`src/rtl/pulse_train_gen_pkg.sv`:
```
// Shared definitions for the pulse train generator: FSM state encoding and
// default field widths used by pulse_train_gen and its sub-modules.
package pulse_train_gen_pkg;

    // Default width of the delay, width and period timing fields (clock cycles).
    localparam int PTG_CNT_W_DEF = 16;

    // Default width of the pulse-count field.
    localparam int PTG_NUM_W_DEF = 8;

    // Train sequencer states.
    typedef enum logic [1:0] {
        ST_IDLE  = 2'd0,
        ST_DELAY = 2'd1,
        ST_HIGH  = 2'd2,
        ST_LOW   = 2'd3
    } ptg_state_e;

endpackage : pulse_train_gen_pkg

```
`src/rtl/pulse_train_gen_trig_edge_det.sv`:
```
// Trigger edge detector for pulse_train_gen.
// Registers the raw trigger and flags the cycle in which it goes from 0 to 1.
// The registered level resets to 0, so a trigger that is already high when
// reset releases is seen as a rising edge at the first clock edge.
module trig_edge_det
    import pulse_train_gen_pkg::*;
(
    input  logic clk,
    input  logic rst_n,
    input  logic trig_i,
    output logic rise_o
);

    logic trig_q;

    // Hold last cycle's trigger level so only a 0->1 transition is reported.
    always_ff @(posedge clk or negedge rst_n) begin
        if (!rst_n) begin
            trig_q <= 1'b0;
        end else begin
            trig_q <= trig_i;
        end
    end

    assign rise_o = trig_i & ~trig_q;

endmodule : trig_edge_det

```
`src/rtl/pulse_train_gen.sv`:
```
// Pulse train generator.
// On an accepted trigger rising edge, waits D cycles, then emits N pulses of
// effective width We = max(W,1) spaced by effective period Pe = max(P,We+1).
// The output is registered one cycle behind the HIGH state, so a pulse
// appears at the edge after the FSM enters HIGH. Configuration is latched at
// acceptance. Abort cancels a running train with no done strobe.
//
// Build option: PULSE_TRAIN_GEN_CONTINUOUS_EN
//   defined   -> N=0 gives an endless train (ended only by abort/reset).
//   undefined -> N=0 gives no pulse, a one-cycle busy and a done strobe.
module pulse_train_gen
    import pulse_train_gen_pkg::*;
#(
    parameter int CNT_W = PTG_CNT_W_DEF,
    parameter int NUM_W = PTG_NUM_W_DEF
) (
    input  logic             clk,
    input  logic             rst_n,
    input  logic             trig,
    input  logic             abort,
    input  logic [CNT_W-1:0] cfg_delay,
    input  logic [CNT_W-1:0] cfg_width,
    input  logic [CNT_W-1:0] cfg_period,
    input  logic [NUM_W-1:0] cfg_count,
    output logic             out,
    output logic             busy,
    output logic             done
);

    localparam logic [CNT_W-1:0] CNT_ZERO = {CNT_W{1'b0}};
    localparam logic [CNT_W-1:0] CNT_ONE  = {{(CNT_W-1){1'b0}}, 1'b1};
    localparam logic [NUM_W-1:0] NUM_ZERO = {NUM_W{1'b0}};
    localparam logic [NUM_W-1:0] NUM_ONE  = {{(NUM_W-1){1'b0}}, 1'b1};

`ifdef PULSE_TRAIN_GEN_CONTINUOUS_EN
    localparam logic CONT_EN = 1'b1;
`else
    localparam logic CONT_EN = 1'b0;
`endif

    // Effective high time: a zero width still produces a one-cycle pulse.
    function automatic logic [CNT_W-1:0] eff_width(input logic [CNT_W-1:0] w);
        if (w == CNT_ZERO) begin
            return CNT_ONE;
        end else begin
            return w;
        end
    endfunction

    // Low time between pulses, Pe - We. Since Pe = max(P, We+1) the result is
    // P - We when P exceeds We and 1 otherwise; computed without forming We+1
    // so a maximum-value width cannot overflow the field.
    function automatic logic [CNT_W-1:0] low_len(input logic [CNT_W-1:0] we,
                                                 input logic [CNT_W-1:0] p);
        if (p > we) begin
            return p - we;
        end else begin
            return CNT_ONE;
        end
    endfunction

    // Pulse-count decrement that holds at zero instead of wrapping.
    function automatic logic [NUM_W-1:0] dec_sat(input logic [NUM_W-1:0] n);
        if (n == NUM_ZERO) begin
            return NUM_ZERO;
        end else begin
            return n - NUM_ONE;
        end
    endfunction

    ptg_state_e       state_q, state_d;
    logic [CNT_W-1:0] cnt_q,   cnt_d;    // cycles left in current state
    logic [NUM_W-1:0] rem_q,   rem_d;    // pulses not yet started
    logic [CNT_W-1:0] we_q,    we_d;     // latched effective width
    logic [CNT_W-1:0] low_q,   low_d;    // latched low time between pulses
    logic             cont_q,  cont_d;   // endless train in progress
    logic             out_q,   out_d;
    logic             busy_q,  busy_d;
    logic             done_q,  done_d;

    logic trig_rise_s;
    logic accept_s;

    trig_edge_det u_trig_edge_det (
        .clk    (clk),
        .rst_n  (rst_n),
        .trig_i (trig),
        .rise_o (trig_rise_s)
    );

    assign accept_s = trig_rise_s & ~busy_q;

    // Sequencer: next state, counters and registered-output values.
    always_comb begin
        state_d = state_q;
        cnt_d   = cnt_q;
        rem_d   = rem_q;
        we_d    = we_q;
        low_d   = low_q;
        cont_d  = cont_q;
        busy_d  = busy_q;
        done_d  = 1'b0;
        out_d   = (state_q == ST_HIGH);

        if (abort) begin
            state_d = ST_IDLE;
            cnt_d   = CNT_ZERO;
            rem_d   = NUM_ZERO;
            cont_d  = 1'b0;
            busy_d  = 1'b0;
            out_d   = 1'b0;
        end else begin
            case (state_q)
                ST_IDLE: begin
                    if (accept_s) begin
                        busy_d = 1'b1;
                        we_d   = eff_width(cfg_width);
                        low_d  = low_len(eff_width(cfg_width), cfg_period);
                        cont_d = CONT_EN && (cfg_count == NUM_ZERO);
                        if ((cfg_count == NUM_ZERO) && !CONT_EN) begin
                            // Empty train: one LOW cycle, then finish with done.
                            state_d = ST_LOW;
                            cnt_d   = CNT_ONE;
                            rem_d   = NUM_ZERO;
                        end else if (cfg_delay != CNT_ZERO) begin
                            state_d = ST_DELAY;
                            cnt_d   = cfg_delay;
                            rem_d   = cfg_count;
                        end else begin
                            state_d = ST_HIGH;
                            cnt_d   = eff_width(cfg_width);
                            rem_d   = dec_sat(cfg_count);
                        end
                    end else begin
                        state_d = ST_IDLE;
                    end
                end

                ST_DELAY: begin
                    if (cnt_q <= CNT_ONE) begin
                        state_d = ST_HIGH;
                        cnt_d   = we_q;
                        rem_d   = dec_sat(rem_q);
                    end else begin
                        cnt_d = cnt_q - CNT_ONE;
                    end
                end

                ST_HIGH: begin
                    if (cnt_q <= CNT_ONE) begin
                        state_d = ST_LOW;
                        // After the last pulse, LOW lasts one cycle so busy drops
                        // on the same edge the output clears.
                        if ((rem_q != NUM_ZERO) || cont_q) begin
                            cnt_d = low_q;
                        end else begin
                            cnt_d = CNT_ONE;
                        end
                    end else begin
                        cnt_d = cnt_q - CNT_ONE;
                    end
                end

                ST_LOW: begin
                    if (cnt_q <= CNT_ONE) begin
                        if ((rem_q != NUM_ZERO) || cont_q) begin
                            state_d = ST_HIGH;
                            cnt_d   = we_q;
                            rem_d   = dec_sat(rem_q);
                        end else begin
                            state_d = ST_IDLE;
                            cnt_d   = CNT_ZERO;
                            busy_d  = 1'b0;
                            done_d  = 1'b1;
                        end
                    end else begin
                        cnt_d = cnt_q - CNT_ONE;
                    end
                end

                default: begin
                    state_d = ST_IDLE;
                    cnt_d   = CNT_ZERO;
                    rem_d   = NUM_ZERO;
                    cont_d  = 1'b0;
                    busy_d  = 1'b0;
                    out_d   = 1'b0;
                end
            endcase
        end
    end

    // State, counters and outputs; reset clears everything asynchronously.
    always_ff @(posedge clk or negedge rst_n) begin
        if (!rst_n) begin
            state_q <= ST_IDLE;
            cnt_q   <= CNT_ZERO;
            rem_q   <= NUM_ZERO;
            we_q    <= CNT_ZERO;
            low_q   <= CNT_ZERO;
            cont_q  <= 1'b0;
            out_q   <= 1'b0;
            busy_q  <= 1'b0;
            done_q  <= 1'b0;
        end else begin
            state_q <= state_d;
            cnt_q   <= cnt_d;
            rem_q   <= rem_d;
            we_q    <= we_d;
            low_q   <= low_d;
            cont_q  <= cont_d;
            out_q   <= out_d;
            busy_q  <= busy_d;
            done_q  <= done_d;
        end
    end

    assign out  = out_q;
    assign busy = busy_q;
    assign done = done_q;

endmodule : pulse_train_gen

```
`config.mk`:
```
export PLATFORM = sky130hd
export DESIGN_NAME = pulse_train_gen
export DESIGN_NICKNAME = d
export VERILOG_FILES = /design/src/rtl/pulse_train_gen_pkg.sv /design/src/rtl/pulse_train_gen_trig_edge_det.sv /design/src/rtl/pulse_train_gen.sv
export SDC_FILE = /design/constraint.sdc
export NUM_CORES = 1
export LEC_CHECK = 0
export ABC_AREA = 1
export CAP_MARGIN = 20
export CORE_AREA = 2 2 81 114
export DETAILED_ROUTE_END_ITERATION = 10
export DIE_AREA = 0 0 83 116
export DONT_BUFFER_PORTS = 1
export PLACE_DENSITY = 0.84
export SLEW_MARGIN = 40
export SYNTH_ARGS = -nofsm -noshare
export SYNTH_HDL_FRONTEND = slang
export SYNTH_HIERARCHICAL = 1
export SYNTH_SLANG_ARGS = --single-unit
export TNS_END_PERCENT = 30
```
`constraint.sdc`:
```
create_clock -name clk -period 1.7 [get_ports clk]
set_input_delay 0.17 -clock clk [delete_from_list [all_inputs] [get_ports clk]]
set_output_delay 0.17 -clock clk [all_outputs]
set_load 0.005 [all_outputs]
```
==> flow_summary.yaml <==
status:
  outcome: "finished, violations left"
  violations: "negative setup slack"
sta:
  slew-limit-headroom_pct: 64.3
  max_slew.worst_pin.slew_ps: 535
  timing.hold.ws_ps: 110
  final_critical_path_setup_slack_ps: -229
  fin_crit_ps: 1930
  finalMaxSlewViolations: 0
  fmax_mhz: 518
  worst_clock_skew_ps: 4.94
  rsz0062_at_grt: "yes"
  final-setup-viol-count: 19
  final_hold_viol_count: 0
  min_period_over_period_pct: 113
synthesis:
  synth-seq-area-share_pct: 30.6
  synth_seq_cells: 62
  syn_avg_cell_area_um2: 6.52
  synthesis.yosys.warnings: 6
  syn-num-nets: 862
  synthesis.instances: 777
  synthesis.area_mm2: 0.00506
  synth-edff-count: 0
  yosysUniqueCellTypes: 39
  ys.flop_type: "dfrtp_1"
  synth-async-reset-ratio_pct: 100
drt:
  post_drt_via_cell_ratio: 5.78
  first_iter_violations: 591
  drc: 0
  dr.pass1.iters: 5
  dr_total_vias: 5714
  postRouteAntennaNets: 0
  drt_wl_total_mm: 16.5
  routedWlPerCell_um: 16.7
critical_path:
  worst-setup-path-type: "in2reg"
  worstSetupStartpointType: "input pin"
  arrival_ps: 2150
  critical_path_required_ps: 1920
  critical_path_peak_fanout: 5
  crit_path_end_kind: "register"
clock_tree:
  cts.reportedPaths.clkPinSlew_ps: 50
  cts_buffer_depth: 2
  h-tree-depth: 3
  clk_root_buffer_cell: "clkbuf_16"
  cts_made_buffers: 9
  insertion_delay_of_the_later_clocked_pin_in_the_worst_skew_pair_ps: 330
  numClockSinks: 62
  cts_tree: "yes"
placed_design:
  post_dp_cell_area_mm2: 0.00588
  place.gp.congestion: 1.08
  dp.final_hpwl_mm: 12.0
  port_buffers: 0
die:
  core.rowCount: 40
  fp.dieH_um: 116
  floorplan.initialDensity_pct: 59.2
  dieWidth_um: 83
  design.portCount: 63
  placeable_core_area_mm2: 0.00856
  die_outline_area_mm2: 0.00963
global_route:
  initial_antenna_violation_count: 0
  grt_pass1_wl_mm: 25.8
  grt_max_degree: 63
  gr-total-overflow: 0
  first_global_vias: 5652
  globalRouteTotalUtil_pct: 33.7
final_layout:
  finalNetCount: 965
  nFillCells: 580
  fraction_of_final_layout_cells_with_drive_strength_greater_than_1_pct: 23.9
  area_delta_synth_final_pct: 29.5
  insertedDiodeCount: 0
  layout.cells.most_common: "nand2_1"
  layout.cell_area.non_filler_mm2: 0.00656
  most-common-layout-cells: "nand2_1 (256), buf_4 (98), nor2_1 (69)"
  finalCoreUtilization_pct: 76.6
power_and_ir_drop:
  ir_worst_vdd_mv: 0.966
  combPwrFrac_pct: 53.8
  power.share.sequential_pct: 26.5
  static-leakage-power_nw: 3.46
  p_sw_share_pct: 43.2
  power_switching_mw: 4.18
  clock_power_share_pct: 19.7
  p_total_mw: 9.67
  power-per-cell-area_mw_per_mm2: 1470
  cellInternalPower_mw: 5.49
job:
  cap_viol_max_count: 0
worst_hold_path:
  hp-class: "in2reg"
-- registers in the layout, summed over array words and instances, names as in the netlist --
register and cells:
cnt_q 16, out 1, low_q 16, state_q 2, u_trig_edge_det/trig_q 1, rem_q 8
done 1, we_q 16, busy 1
-- worst max-delay path, stage by stage --
cell and delay [ps]:
clkinvlp_4 40, nand4_1 140, nor2_1 130, nand2_1 110
nand2_2 110, ha_4 150, inv_4 30, fa_2 360
nand3_2 100, nand3_4 90, nand2_2 80, nand2_2 80
nand2_2 80, nand2_2 80, nand2_4 130, clkinv_4 110
nand3_2 90, nand2_1 60
-- metal layers --
metal / track usage, % / routed length (um)
met1: 36.8 / 6020
met4: 21.5 / 856
met5: 0 / 0
met3: 5.77 / 1220
met2: 60.8 / 8420
-- layout make-up --
cell class,count,area (um2),share of cell area [%]
clock buffers,10,229,3.49
clock inverters,5,75.1,1.14
inverters,85,338,5.15
multi-input cells,612,3330,50.7
flip-flops and latches,62,1550,23.7
well taps,105,131,2.00
repair buffers,109,898,13.7
repair inverters,1,6.26,0.0954
-- stage by stage --
step           setup slack (ps)  cells  setup TNS (ps)
6_report                   -229    989           -2990
5_1_grt                    -270    989           -4570
3_3_place_gp               -386    961           -5880
2_1_floorplan              -284    777           -3140
3_5_place_dp               -513    961           -8480
4_1_cts                    -111    988           -1360
-- path summary, 6_finish.rpt --
check	startpoint	to	slack (ps)	depth (start not counted)
max in group asynchronous	rst_n	we_q[15]	1060	2
hold / removal	cfg_width[2]	we_q[2]	110	3
setup reg to reg	cnt_q[0]	cnt_q[0]	-40	12
hold reg to reg	we_q[9]	we_q[9]	490	2
min in group asynchronous	rst_n	rem_q[3]	360	2
setup / recovery	cfg_width[1]	low_q[10]	-230	18
-- repair_timing --
item / 4_1_cts / 5_1_grt
setup endpoints to repair: 33 / 45
hold buffers: 4 / 0
gates resized for setup: 32 / 53
pin swaps: 11 / 19
cloned: 1 / 0
endpoints found under the hold margin: 64 / 0
setup buffers: 7 / 1
-- cell usage after synthesis, types with 2 or more instances --
master    count  area [um2]
a21o_1        2        15.0
inv_1        77         289
xnor2_1      11        96.3
nor2_1       76         285
clkbuf_1      3        11.3
ha_1         24         300
nand3_1      73         365
o21bai_1      3        22.5
buf_2         8        40.0
nor2_8        3        60.1
nand4_1      11        68.8
nand2_1     269        1010
o21ai_0      59         295
dfrtp_1      62        1550
nand3_2       3        30.0
nand3b_1      9        67.6
xor2_1       12         105
o211ai_1      2        15.0
o31ai_1       2        15.0
nand2_2       5        31.3
a31oi_1       5        31.3
buf_6         2        22.5
nor2_2        7        43.8
a21oi_1      20         100
o21ai_1       5        25.0
buf_4         4        30.0
inv_2         5        18.8
nor3_1        4        20.0
-- logic make-up (layout without fill, tap and decap cells) --
| logic type | after synthesis | after routing | share of synthesized area [%] |
|---|---|---|---|
| AOI/OAI and AO/OA | 100 | 100 | 10.7 |
| xor gates and xnor gates | 23 | 23 | 3.98 |
| adders and majority gates | 25 | 25 | 6.33 |
| buffers and inverters | 103 | 210 | 8.50 |
| DFF | 62 | 62 | 30.6 |
| and+or+nand+nor | 464 | 464 | 39.9 |
-- power groups by stage --
stage               Clock, mW  Sequential [mW]  Combinational, mW
floorplan                   0             2.43               3.10
global placement            0             2.50               4.52
detailed placement          0             2.53               4.65
CTS                      1.91             2.52               4.88
global route             1.98             2.63               5.70
finish                   1.91             2.56               5.20
Power figures use the tool's default switching activity.
